### config.mk
export PLATFORM = sky130hd
export DESIGN_NAME = zbt_arbiter
export DESIGN_NICKNAME = d
export VERILOG_FILES = /design/src/rtl/zbt_arbiter_pkg.sv /design/src/rtl/zbt_rd_tracker.sv /design/src/rtl/zbt_arbiter.sv
export SDC_FILE = /design/constraint.sdc
export NUM_CORES = 1
export LEC_CHECK = 0
export CAP_MARGIN = 20
export CORE_ASPECT_RATIO = 2
export CORE_MARGIN = 2
export CORE_UTILIZATION = 40
export CTS_CLUSTER_DIAMETER = 40
export DETAILED_ROUTE_END_ITERATION = 7
export PLACE_DENSITY = 0.8
export RECOVER_POWER = 100
export SLEW_MARGIN = 20
export SYNTH_ARGS = -nofsm -noshare
export SYNTH_HDL_FRONTEND = slang
export SYNTH_HIERARCHICAL = 1
export SYNTH_SLANG_ARGS = --single-unit
### constraint.sdc
create_clock -name clock -period 2.7 [get_ports clock]
set_input_delay 0.54 -clock clock [delete_from_list [all_inputs] [get_ports clock]]
set_output_delay 0.54 -clock clock [all_outputs]
set_load 0.05 [all_outputs]
### src/rtl/zbt_arbiter_pkg.sv
// Shared parameters and grant encoding for the ZBT SRAM arbiter.
`ifndef LOG_ADDR
`define LOG_ADDR 19
`endif
`ifndef LOG_MEM
`define LOG_MEM 36
`endif

package zbt_arbiter_pkg;

    localparam int unsigned ZBT_ADDR_W     = `LOG_ADDR;
    localparam int unsigned ZBT_DATA_W     = `LOG_MEM;
    localparam int unsigned ZBT_TAG_W      = 4;
    localparam int unsigned ZBT_STARVE_MAX = 8;
    // Grant cycle to rd_valid: one issue register, two SRAM stages, one capture register.
    localparam int unsigned RD_LAT         = 4;

    typedef enum logic [1:0] {
        GntNone,
        GntWrite,
        GntRead
    } gnt_e;

endpackage

### src/rtl/zbt_rd_tracker.sv
// Valid+tag delay line matching the SRAM read pipeline, plus the read-return output register.
module zbt_rd_tracker
    import zbt_arbiter_pkg::*;
#(
    parameter int unsigned DATA_W = ZBT_DATA_W,
    parameter int unsigned TAG_W  = ZBT_TAG_W
) (
    input  logic              clock,
    input  logic              reset,
    input  logic              issue_i,
    input  logic [TAG_W-1:0]  tag_i,
    input  logic [DATA_W-1:0] mem_data_i,
    output logic              rd_valid_o,
    output logic [DATA_W-1:0] rd_data_o,
    output logic [TAG_W-1:0]  rd_tag_o
);

    localparam int unsigned Depth = RD_LAT - 1;

    logic [Depth-1:0] vld_q, vld_d;
    logic [TAG_W-1:0] tag_q [Depth];
    logic [TAG_W-1:0] tag_d [Depth];
    logic              out_vld_q, out_vld_d;
    logic [DATA_W-1:0] out_data_q, out_data_d;
    logic [TAG_W-1:0]  out_tag_q, out_tag_d;

    always_comb begin
        vld_d    = {vld_q[Depth-2:0], issue_i};
        tag_d[0] = tag_i;
        for (int i = 1; i < Depth; i++) begin
            tag_d[i] = tag_q[i-1];
        end
        // Last stage lines up with mem_data; data/tag hold while no read returns.
        out_vld_d  = vld_q[Depth-1];
        out_data_d = vld_q[Depth-1] ? mem_data_i : out_data_q;
        out_tag_d  = vld_q[Depth-1] ? tag_q[Depth-1] : out_tag_q;
    end

    always_ff @(posedge clock) begin
        if (reset) begin
            vld_q      <= '0;
            for (int i = 0; i < Depth; i++) begin
                tag_q[i] <= '0;
            end
            out_vld_q  <= 1'b0;
            out_data_q <= '0;
            out_tag_q  <= '0;
        end else begin
            vld_q      <= vld_d;
            for (int i = 0; i < Depth; i++) begin
                tag_q[i] <= tag_d[i];
            end
            out_vld_q  <= out_vld_d;
            out_data_q <= out_data_d;
            out_tag_q  <= out_tag_d;
        end
    end

    assign rd_valid_o = out_vld_q;
    assign rd_data_o  = out_data_q;
    assign rd_tag_o   = out_tag_q;

endmodule

### src/rtl/zbt_arbiter.sv
// ZBT SRAM front end: write/read client arbitration with starvation guard and tagged,
// in-order read return.
module zbt_arbiter
    import zbt_arbiter_pkg::*;
#(
    parameter int unsigned ADDR_W     = ZBT_ADDR_W,
    parameter int unsigned DATA_W     = ZBT_DATA_W,
    parameter int unsigned TAG_W      = ZBT_TAG_W,
    parameter int unsigned STARVE_MAX = ZBT_STARVE_MAX
) (
    input  logic              clock,
    input  logic              reset,
    input  logic              wr_req,
    input  logic [ADDR_W-1:0] wr_addr,
    input  logic [DATA_W-1:0] wr_data,
    output logic              wr_ack,
    input  logic              rd_req,
    input  logic [ADDR_W-1:0] rd_addr,
    input  logic [TAG_W-1:0]  rd_tag,
    output logic              rd_ack,
    output logic              rd_valid,
    output logic [DATA_W-1:0] rd_data,
    output logic [TAG_W-1:0]  rd_tag_out,
    output logic              mem_wr,
    output logic [ADDR_W-1:0] mem_addr,
    output logic [DATA_W-1:0] mem_write,
    input  logic [DATA_W-1:0] mem_data
);

    localparam int unsigned CntW = $clog2(STARVE_MAX + 1);

    gnt_e              gnt;
    logic [CntW-1:0]   starve_q, starve_d;
    logic              mem_wr_q, mem_wr_d;
    logic [ADDR_W-1:0] mem_addr_q, mem_addr_d;
    logic [DATA_W-1:0] mem_write_q, mem_write_d;

    always_comb begin
        gnt = GntNone;
        if (!reset) begin
            if (wr_req && rd_req) begin
                gnt = (starve_q == CntW'(STARVE_MAX)) ? GntWrite : GntRead;
            end else if (wr_req) begin
                gnt = GntWrite;
            end else if (rd_req) begin
                gnt = GntRead;
            end
        end
    end

    assign wr_ack = (gnt == GntWrite);
    assign rd_ack = (gnt == GntRead);

    always_comb begin
        starve_d    = starve_q;
        mem_wr_d    = 1'b0;
        mem_addr_d  = mem_addr_q;
        mem_write_d = mem_write_q;
        unique case (gnt)
            GntWrite: begin
                mem_wr_d    = 1'b1;
                mem_addr_d  = wr_addr;
                mem_write_d = wr_data;
            end
            GntRead:  mem_addr_d = rd_addr;
            default:  ;
        endcase
        // Only reads that bypass a waiting write count towards starvation.
        if (!wr_req || gnt == GntWrite) begin
            starve_d = '0;
        end else if (gnt == GntRead && starve_q != CntW'(STARVE_MAX)) begin
            starve_d = starve_q + 1'b1;
        end
    end

    always_ff @(posedge clock) begin
        if (reset) begin
            starve_q    <= '0;
            mem_wr_q    <= 1'b0;
            mem_addr_q  <= '0;
            mem_write_q <= '0;
        end else begin
            starve_q    <= starve_d;
            mem_wr_q    <= mem_wr_d;
            mem_addr_q  <= mem_addr_d;
            mem_write_q <= mem_write_d;
        end
    end

    assign mem_wr    = mem_wr_q;
    assign mem_addr  = mem_addr_q;
    assign mem_write = mem_write_q;

    zbt_rd_tracker #(
        .DATA_W (DATA_W),
        .TAG_W  (TAG_W)
    ) u_rd_tracker (
        .clock      (clock),
        .reset      (reset),
        .issue_i    (rd_ack),
        .tag_i      (rd_tag),
        .mem_data_i (mem_data),
        .rd_valid_o (rd_valid),
        .rd_data_o  (rd_data),
        .rd_tag_o   (rd_tag_out)
    );

endmodule

==> run metrics, run 1 <==
Setup Crit Path Kind=register to primary output; final core utilization=66.5%; Yosys warnings=6; Power Dens Cells=643 nW/um2; failing checks=capacitance limit, slew limit; largest net degree at the start of global routing=87; residual overflow from global routing=0; Rel. slew slack=-10.7%; die width=78.1 um; RSZ-0062 raised after global routing=no; fin crit period=2.55 ns; final HPWL from detailed placement=8300 um; Seq/Total Area, Yosys=52.9%; CTS clk-pin slew, worst paths=0.05 ns; Avg Synthesized Cell Area=11.1 um2; Static Leak=3.05 nW; final net count=739; H-tree depth=4; clk sink count=116; Max Cap Violations=1; core outline area=10,800 um2; Vias/cell=4.58; Max IR drop VDD=0.523 mV; n_diodes=0; worst-skew pair later-pin latency=0.39 ns; # rows=54; Top FF cell, synth=dfxtp_1; FMAX=392 MHz; flops & latches, synth=116; Worst Max-Slew Pin Slew=1.66 ns; Worst Hold Class=register to register; layout cells sized above 1=9.06%; Die Y=152 um; DRC viols=0; Placer Congestion=0.758; worst setup margin=0.149 ns; routed via count=3,524; layout filler cell count=845; Crit Path Max Fanout=4; required time of the critical path=2.16 ns; Iteration-0 DRC Markers=54; fin. max-slew vios=87; outcome=complete, but fails checks; design area=7190 um2; DR pass1 iterations=4; Tcrit/Tclk final=94.5%; crit start category=register; Synth cell types=28; DP Worst Slack=0.290 ns; Routed wire per std cell=14.6 um; arrival time worst endpoint=2.01 ns; final wirelength=11,200 um; CTS buffer count=17; number of synthesized flops with an enable pin=0; initial antenna violation count=0; Initial Util=40.6%; mapped cell area=4390 um2; Layout Skew=0.00761 ns; All-Layer GR Usage=19.7%; P&R area growth vs syn=63.7%; crit end category=primary output; die area=11,900 um2; asr flop ratio synth=0%; IO Port Bufs=216; placed inst area=6630 um2; Fin Setup TNS=0 ns; Syn Inst Count=397; final hold vios=0; # IOs=217; global-route wire length before repair=18,400 um; CTS Buffer Depth=2; ANT nets after route=0; # setup viols final=0; TritonCTS clock tree=yes; clock root cell=clkbuf_16; hold_ws=0.432 ns; Mapped Nets=519; hold buffer count at CTS=0; vias in the first global route=3,817
[cells by family (layout without fill, tap and decap cells)]
| logic type | count (synthesis) | in the layout | share of synthesized area, % |
|---|---|---|---|
| buffers and inverters | 30 | 262 | 5.38 |
| AOI/OAI and AO/OA | 6 | 6 | 0.826 |
| DFF | 116 | 116 | 52.9 |
| and+or+nand+nor | 126 | 126 | 12.5 |
| adders and majority gates | 4 | 4 | 1.14 |
| xor gates and xnor gates | 1 | 1 | 0.199 |
| muxes | 114 | 114 | 27.1 |
[sequential cells by signal, indices dropped and copies added, names as in the netlist]
name	cells
mem_addr	19
mem_wr	1
mem_write	36
starve_q	4
u_rd_tracker/rd_data_o	36
u_rd_tracker/rd_tag_o	4
u_rd_tracker/rd_valid_o	1
u_rd_tracker/tag_q	12
u_rd_tracker/vld_q	3
[final timing paths]
check	slack [ns]	depth (start not counted)	endpoint	startpoint
max	0.15	8	rd_ack	starve_q[0]
max reg2reg	0.23	10	mem_addr[2]	starve_q[0]
min	0.43	1	u_rd_tracker/tag_q[1][0]	u_rd_tracker/tag_q[0][0]
min reg2reg	0.43	1	u_rd_tracker/tag_q[1][0]	u_rd_tracker/tag_q[0][0]
[critical path, stage by stage (launching register included)]
cell and delay (ns):
dfxtp_1 0.37, inv_1 0.08, ha_1 0.21, and3b_1 0.21, nand2_1 0.10, and3b_1 0.16, ha_1 0.22, buf_12 0.13
buf_6 0.15
[repair_timing]
item                                    4_1_cts  5_1_grt
resized for setup                             0        0
endpoints found under the setup margin        0        1
buffers inserted                              0        3
[per-stage QoR]
| step | std cells | power, mW |
|---|---|---|
| 2_1_floorplan | 397 | 2.16 |
| 3_3_place_gp | 735 | 2.44 |
| 3_5_place_dp | 735 | 2.46 |
| 4_1_cts | 766 | 4.71 |
| 5_1_grt | 769 | 4.81 |
| 6_report | 769 | 4.63 |
[layout by cell type (no fill, tap or decap), drive strengths merged]
cell type / netlist / final
a21oi: 3 / 3
or2: 1 / 1
bufinv: 0 / 3
a21o: 1 / 1
nand2b: 1 / 1
clkinv: 0 / 5
dlygate4sd3: 0 / 97
mux2i: 95 / 95
or3: 1 / 1
o21ai: 2 / 2
mux2: 19 / 19
nand3: 2 / 2
clkdlybuf4s50: 0 / 116
nand4: 1 / 1
inv: 4 / 4
and3b: 2 / 2
dfxtp: 116 / 116
nand2: 3 / 3
buf: 22 / 7
nor2b: 17 / 17
nand3b: 2 / 2
clkbuf: 4 / 28
xor2: 1 / 1
clkinvlp: 0 / 2
ha: 4 / 4
nor2: 96 / 96
[area by class of cell]
| cell class | count | area (um2) | share of cell area [%] |
|---|---|---|---|
| clock buffer | 21 | 470 | 6.54 |
| clock inverter | 10 | 130 | 1.81 |
| inverter | 4 | 15.0 | 0.209 |
| multi-input combinational | 251 | 1820 | 25.3 |
| sequential | 116 | 2320 | 32.3 |
| tap | 140 | 175 | 2.44 |
| timing repair buffer | 227 | 2260 | 31.4 |
[cells in the mapped netlist (2+ instances only)]
master | n | area, um2
dfxtp_1 | 116 | 2320
buf_4 | 5 | 37.5
nor2_1 | 96 | 360
nand3_1 | 2 | 10.0
mux2_4 | 7 | 105
buf_6 | 4 | 45.0
buf_12 | 4 | 80.1
and3b_1 | 2 | 17.5
clkbuf_1 | 4 | 15.0
mux2_2 | 12 | 135
ha_1 | 4 | 50.1
inv_1 | 4 | 15.0
a21oi_1 | 2 | 10.0
o21ai_0 | 2 | 10.0
buf_2 | 8 | 40.0
nor2b_1 | 17 | 106
nand2_1 | 2 | 7.51
mux2i_1 | 95 | 951
nand3b_1 | 2 | 15.0
[metal layers]
| layer | track usage [%] | part of all wire [%] |
|---|---|---|
| met1 | 19.5 | 35 |
| met2 | 36.5 | 56 |
| met3 | 5.63 | 6.4 |
| met4 | 9.27 | 2.6 |
| met5 | 0 | 0 |
[power by group]
| part | leakage (nW) | total, mW | internal, mW | switching, mW |
|---|---|---|---|---|
| Combinational | 1.81 | 0.608 | 0.300 | 0.308 |
| Clock | 0.294 | 2.23 | 1.51 | 0.718 |
| Sequential | 0.942 | 1.79 | 1.77 | 0.0228 |
No activity file was read; power rests on OpenSTA's default activity.
==> inputs of run 2 (changes only) <==
CORE_ASPECT_RATIO = not set   (was 2)
PLACE_DENSITY = 0.85   (was 0.8)
==> run 2 against run 1 <==
Effect of this change: the flow now finishes without violations; sequential cell count unchanged; non-clock buffer count down 3; die area decreased by 0.43%; critical path type unchanged; critical endpoint unchanged.
==> run metrics, run 2 (synthesis gave the netlist of run 1 again) <==
Initial Util=40.7% (+0.066 points); Max IR drop VDD=0.340 mV (-35%); fin. max-slew vios=0 (-100%); CP Buf/Inv Count=2 (-1); n_diodes=0 (unchanged); reg2reg end=mem_addr[8]; H-tree depth=4 (unchanged); fin crit period=2.56 ns (+0.00459 ns); # IOs=217 (unchanged); launch point of the worst reg-to-reg path=starve_q[0]; vias in the first global route=3,555 (-6.9%); core outline area=10,800 um2 (-0.16%); final net count=736 (-0.41%); required time of the critical path=2.16 ns (about the same); P&R area growth vs syn=63.2%; post-cts resize count=0 (unchanged); routed via count=3,569 (+1.3%); WHS Endpoint=u_rd_tracker/tag_q[2][1]; Die Y=109 um (-29%); outcome=finished clean; Routed wire per std cell=14.1 um (-3.1%); largest net degree at the start of global routing=66 (-24%); DR pass1 iterations=4 (unchanged); clk sink count=116 (unchanged); die width=109 um (+39%); Tcrit/Tclk final=94.7% (+0.17 points); TritonCTS clock tree=yes; CP Cell Sequence=inv_1, ha_1, and3b_1, nand2_1, and3b_1, ha_1, buf_12; final HPWL from detailed placement=7850 um (-5.4%); flop-to-flop setup slack=0.35 ns (+0.12 ns); Hold Crit Start=u_rd_tracker/tag_q[1][1]; Fin Setup TNS=0 ns (unchanged); Setup Crit Path Kind=register to primary output; highest-count cells in the layout ignoring fill and taps=clkdlybuf4s50_1 (116), dfxtp_1 (116), dlygate4sd3_1 (97); worst setup margin=0.144 ns (-0.00459 ns); All-Layer GR Usage=18.5% (-1.1 points); die area=11,800 um2 (-0.43%); Iteration-0 DRC Markers=110 (+100%); layout filler cell count=843 (-0.24%); Hold Path Depth=1 (unchanged); Layout Skew=0.0117 ns (+0.00404 ns); Static Leak=3.04 nW (-0.37%); Worst path top cell family by delay=simple AND/OR/NAND/NOR gates; max incr delay on CP=0.37 ns (about the same); worst-skew pair later-pin latency=0.51 ns (+0.12 ns); RSZ-0062 raised after global routing=no; Worst Max-Slew Pin Slew=1.23 ns (-0.430 ns); crit end category=primary output; Vias/cell=4.65 (+1.5%); # setup viols final=0 (unchanged); Placer Congestion=0.714 (-5.8%); FMAX=391 MHz (-0.18%); CTS clk-pin slew, worst paths=0.06 ns (about the same); CTS Buffer Depth=2 (unchanged); CTS buffer count=17 (unchanged); IO Port Bufs=216 (unchanged); hold buffer count at CTS=0 (unchanged); Power Dens Cells=657 nW/um2 (+2.1%); Slowest-stage cell, CP=dfxtp_1; Max Cap Violations=0 (-1); Rel. slew slack=18.0% (+29 points); DP Worst Slack=0.223 ns (-0.0672 ns); final hold vios=0 (unchanged); clock root cell=clkbuf_8; ANT nets after route=0 (unchanged); residual overflow from global routing=0 (unchanged); number of setup buffers added after CTS=0 (unchanged); DRC viols=0 (unchanged); cells on worst reg2reg path=10 (unchanged); hold_ws=0.433 ns (+0.00166 ns); layout cells sized above 1=9.41% (+0.35 points); Crit Path Max Fanout=4 (unchanged); final wirelength=10,800 um (-3.4%); initial antenna violation count=0 (unchanged); Worst Hold Class=register to register; arrival time worst endpoint=2.02 ns (about the same); # rows=38 (-30%); global-route wire length before repair=16,800 um (-8.8%); crit start category=register
-- run 2: where the power goes --
part	internal, mW	leakage (nW)	total (mW)	switching [mW]
clock network	1.55	0.294	2.32	0.772
logic	0.296	1.80	0.599	0.303
registers	1.77	0.942	1.79	0.0241
-- run 2: how the worst max path moves through the flow --
stage,to,slack [ns],start,cells past startpoint
4_1_cts,rd_ack,0.12,starve_q[0],7
6_report,rd_ack,0.14,starve_q[0],7
3_3_place_gp,mem_addr[18],0.31,wr_req,8
5_1_grt,rd_ack,0.02,starve_q[0],7
2_1_floorplan,mem_addr[18],0.26,starve_q[0],11
3_5_place_dp,mem_addr[8],0.22,wr_req,8
-- run 2: stage by stage --
step | area (um2) | total power [mW] | instances | util (%)
after floorplan | 4390 | 2.16 | 397 | -
after global placement | 6600 | 2.44 | 735 | 61.2
after detailed placement | 6600 | 2.45 | 735 | 61.2
after CTS | 7230 | 4.79 | 767 | 66.9
after global routing | 7170 | 4.89 | 767 | 66.4
final | 7170 | 4.71 | 767 | 66.4
-- run 2: layout make-up --
class	count	area, um2	share of cell area [%]
clock inverters	12	178	2.48
inverters	4	15.0	0.209
flip-flops and latches	116	2320	32.4
clock buffers	20	445	6.21
repair buffers	224	2220	30.9
multi-input cells	251	1820	25.4
well taps	140	175	2.44
-- run 2: metal layers --
layer	up-vias	routed length, um	GRT usage (%)
met1	1651	4340	19.7
met4	0	169	7.05
met5	-	0	0
met3	13	1140	8.55
met2	149	5200	32.0
li1	1756	-	-
-- run 2: worst register-to-register path, cell delays in order (launching register included) --
cell,delay (ns)
dfxtp_1,0.37
inv_1,0.07
ha_1,0.20
and3b_1,0.20
nand2_1,0.09
and3b_1,0.16
ha_1,0.24
buf_4,0.28
mux2_2,0.37
mux2i_1,0.14
nor2_1,0.06
==> inputs of run 3 (changes only) <==
CORE_ASPECT_RATIO = 1.25   (was not set)
MAX_ROUTING_LAYER = met4   (was not set)
==> run 3 against run 2 <==
Effect of this change: the run now ends with capacitance limit, slew limit left; clock power decreased by 11%; highest routed layer unchanged; setup slack got worse by 0.034 ns; final cell count fell by 1.0%.
==> run metrics, run 3 (synthesis gave the netlist of run 1 again) <==
RSZ-0062 raised after global routing=no; non-filler cells in the finished layout=759 (-1.0%); Vias/cell=4.74 (+1.9%); clk sink count=116 (unchanged); highest-count cells in the layout ignoring fill and taps=clkdlybuf4s50_1 (116), dfxtp_1 (116), dlygate4sd3_1 (97); Logic pwr share=13.5% (+0.8 points); crit start category=register; outcome=complete, but fails checks; Clock power frac=46.4% (-2.9 points); n_diodes=0 (unchanged); Routed wire per std cell=15.0 um (+5.7%); arrival time worst endpoint=2.05 ns (+0.03 ns); CTS buffer count=17 (unchanged); multi-input combinational cell area=1820 um2 (+0.28%); required time of the critical path=2.16 ns (about the same); Die Y=121 um (+11%); WL met3=811 um (-29%); Power Dens Cells=628 nW/um2 (-4.4%); number of setup buffers added after CTS=0 (unchanged); clock root cell=clkbuf_16; final hold vios=0 (unchanged); Layout Skew=0.0123 ns (+0.000680 ns); FF+latch area=2320 um2 (unchanged); residual overflow from global routing=0 (unchanged); core outline area=10,700 um2 (-1.2%); metal2 WL=5520 um (+6.1%); die area=11,800 um2 (about the same); final net count=737 (+0.14%); CTS clk-pin slew, worst paths=0.05 ns (about the same); All-Layer GR Usage=20.1% (+1.5 points); Max IR drop VDD=0.406 mV (+19%); Worst Hold Class=register to register; TritonCTS clock tree=yes; vias in the first global route=3,723 (+4.7%); failing checks=capacitance limit, slew limit; final HPWL from detailed placement=8130 um (+3.6%); Worst Max-Slew Pin Slew=2.17 ns (+0.941 ns); largest net degree at the start of global routing=58 (-12%); P&R area growth vs syn=61.8%; layout cells sized above 1=9.25% (-0.16 points); Fin Setup TNS=0 ns (unchanged); Iteration-0 DRC Markers=90 (-18%); IO Port Bufs=216 (unchanged); Psw=1.09 mW (-0.57%); fin. max-slew vios=56 (+56); DR pass1 iterations=7 (+3); Tcrit/Tclk final=95.9% (+1.3 points); die width=97.7 um (-10%); Initial Util=41.2% (+0.48 points); # IOs=217 (unchanged); DRC viols=0 (unchanged); crit end category=primary output; routed length on met1=4780 um (+10%); placed insts=727 (-1.1%); final wirelength=11,400 um (+4.6%); global-route wire length before repair=18,200 um (+8.3%); Static Leak=3.01 nW (-1.1%); FMAX=386 MHz (-1.3%); Max Cap Violations=1 (+1); ANT nets after route=0 (unchanged); Rel. slew slack=-44.8% (-63 points); # setup viols final=0 (unchanged); initial antenna violation count=0 (unchanged); routed via count=3,600 (+0.87%); Reg power frac=40.1% (+2.1 points); # rows=42 (+11%); Switching Fraction=24.5% (+1.2 points); fin crit period=2.59 ns (+0.0339 ns); layout filler cell count=830 (-1.5%); worst-skew pair later-pin latency=0.40 ns (-0.11 ns); top layer in use=met4; H-tree depth=4 (unchanged); Int Power=3.37 mW (-6.7%); Setup Crit Path Kind=register to primary output; Placer Congestion=0.781 (+9.4%); Crit Path Max Fanout=10 (+6); CTS Buffer Depth=2 (unchanged)
[run 3: cell types whose count changed in the layout (fill, tap and decap cells not counted), moves of 2 or more]
cell | previous run | this run
clkinv_2 | 2 | 4
mux2_1 | 3 | 5
mux2_4 | 4 | 2
bufinv_16 | 4 | 1
[run 3: worst max-delay path, stage by stage (launching register included)]
cell and delay [ns]:
dfxtp_1 0.38, inv_1 0.08, ha_1 0.22, and3b_1 0.21, nand2_1 0.09, and3b_1 0.20
ha_4 0.17, buf_12 0.14, buf_6 0.16
[run 3: timing repair]
| action | 4_1_cts | 5_1_grt |
|---|---|---|
| endpoints found under the setup margin | 0 | 1 |
| resized for setup | 0 | 2 |
| hold buffers | 0 | 0 |
[run 3: area by class of cell]
type | instances | share of cell area (%)
inverters | 4 | 0.211
repair buffers | 225 | 31.3
clock buffers | 19 | 6.37
well taps | 132 | 2.32
clock inverters | 12 | 1.48
flip-flops and latches | 116 | 32.7
multi-input cells | 251 | 25.7
[run 3: worst paths after layout]
check / from / to / slack (ns) / depth (start not counted)
max: starve_q[0] / rd_ack / 0.11 / 8
min: u_rd_tracker/tag_q[1][3] / u_rd_tracker/tag_q[2][3] / 0.44 / 1
max reg2reg: starve_q[0] / starve_q[0] / 0.26 / 9
min reg2reg: u_rd_tracker/tag_q[1][3] / u_rd_tracker/tag_q[2][3] / 0.44 / 1
[run 3: power groups by stage]
stage          registers (mW)  logic (mW)  clock network (mW)
2_1_floorplan            1.98       0.186                   0
3_3_place_gp             1.83       0.614                   0
3_5_place_dp             1.83       0.625                   0
4_1_cts                  1.79       0.630                2.12
6_report                 1.79       0.601                2.07
5_1_grt                  1.80       0.636                2.20
[run 3: layer usage]
metal / GRT usage (%) / up-vias
li1: - / 1750
met1: 22.4 / 1655
met2: 33.2 / 176
met3: 7.37 / 19
met4: 7.38 / 0
met5: - / -
[run 3: per-stage QoR]
step / instance area, um2 / util [%] / worst slack (ns) / hold slack [ns] / power, mW
3_3_place_gp: 6620 / 62.0 / 0.342 / 0.418 / 2.44
4_1_cts: 7180 / 67.3 / 0.0402 / 0.444 / 4.54
5_1_grt: 7110 / 66.6 / 0.00983 / 0.451 / 4.64
2_1_floorplan: 4390 / - / 0.257 / 0.414 / 2.16
6_report: 7110 / 66.6 / 0.111 / 0.438 / 4.46
3_5_place_dp: 6620 / 62.0 / 0.324 / 0.426 / 2.45
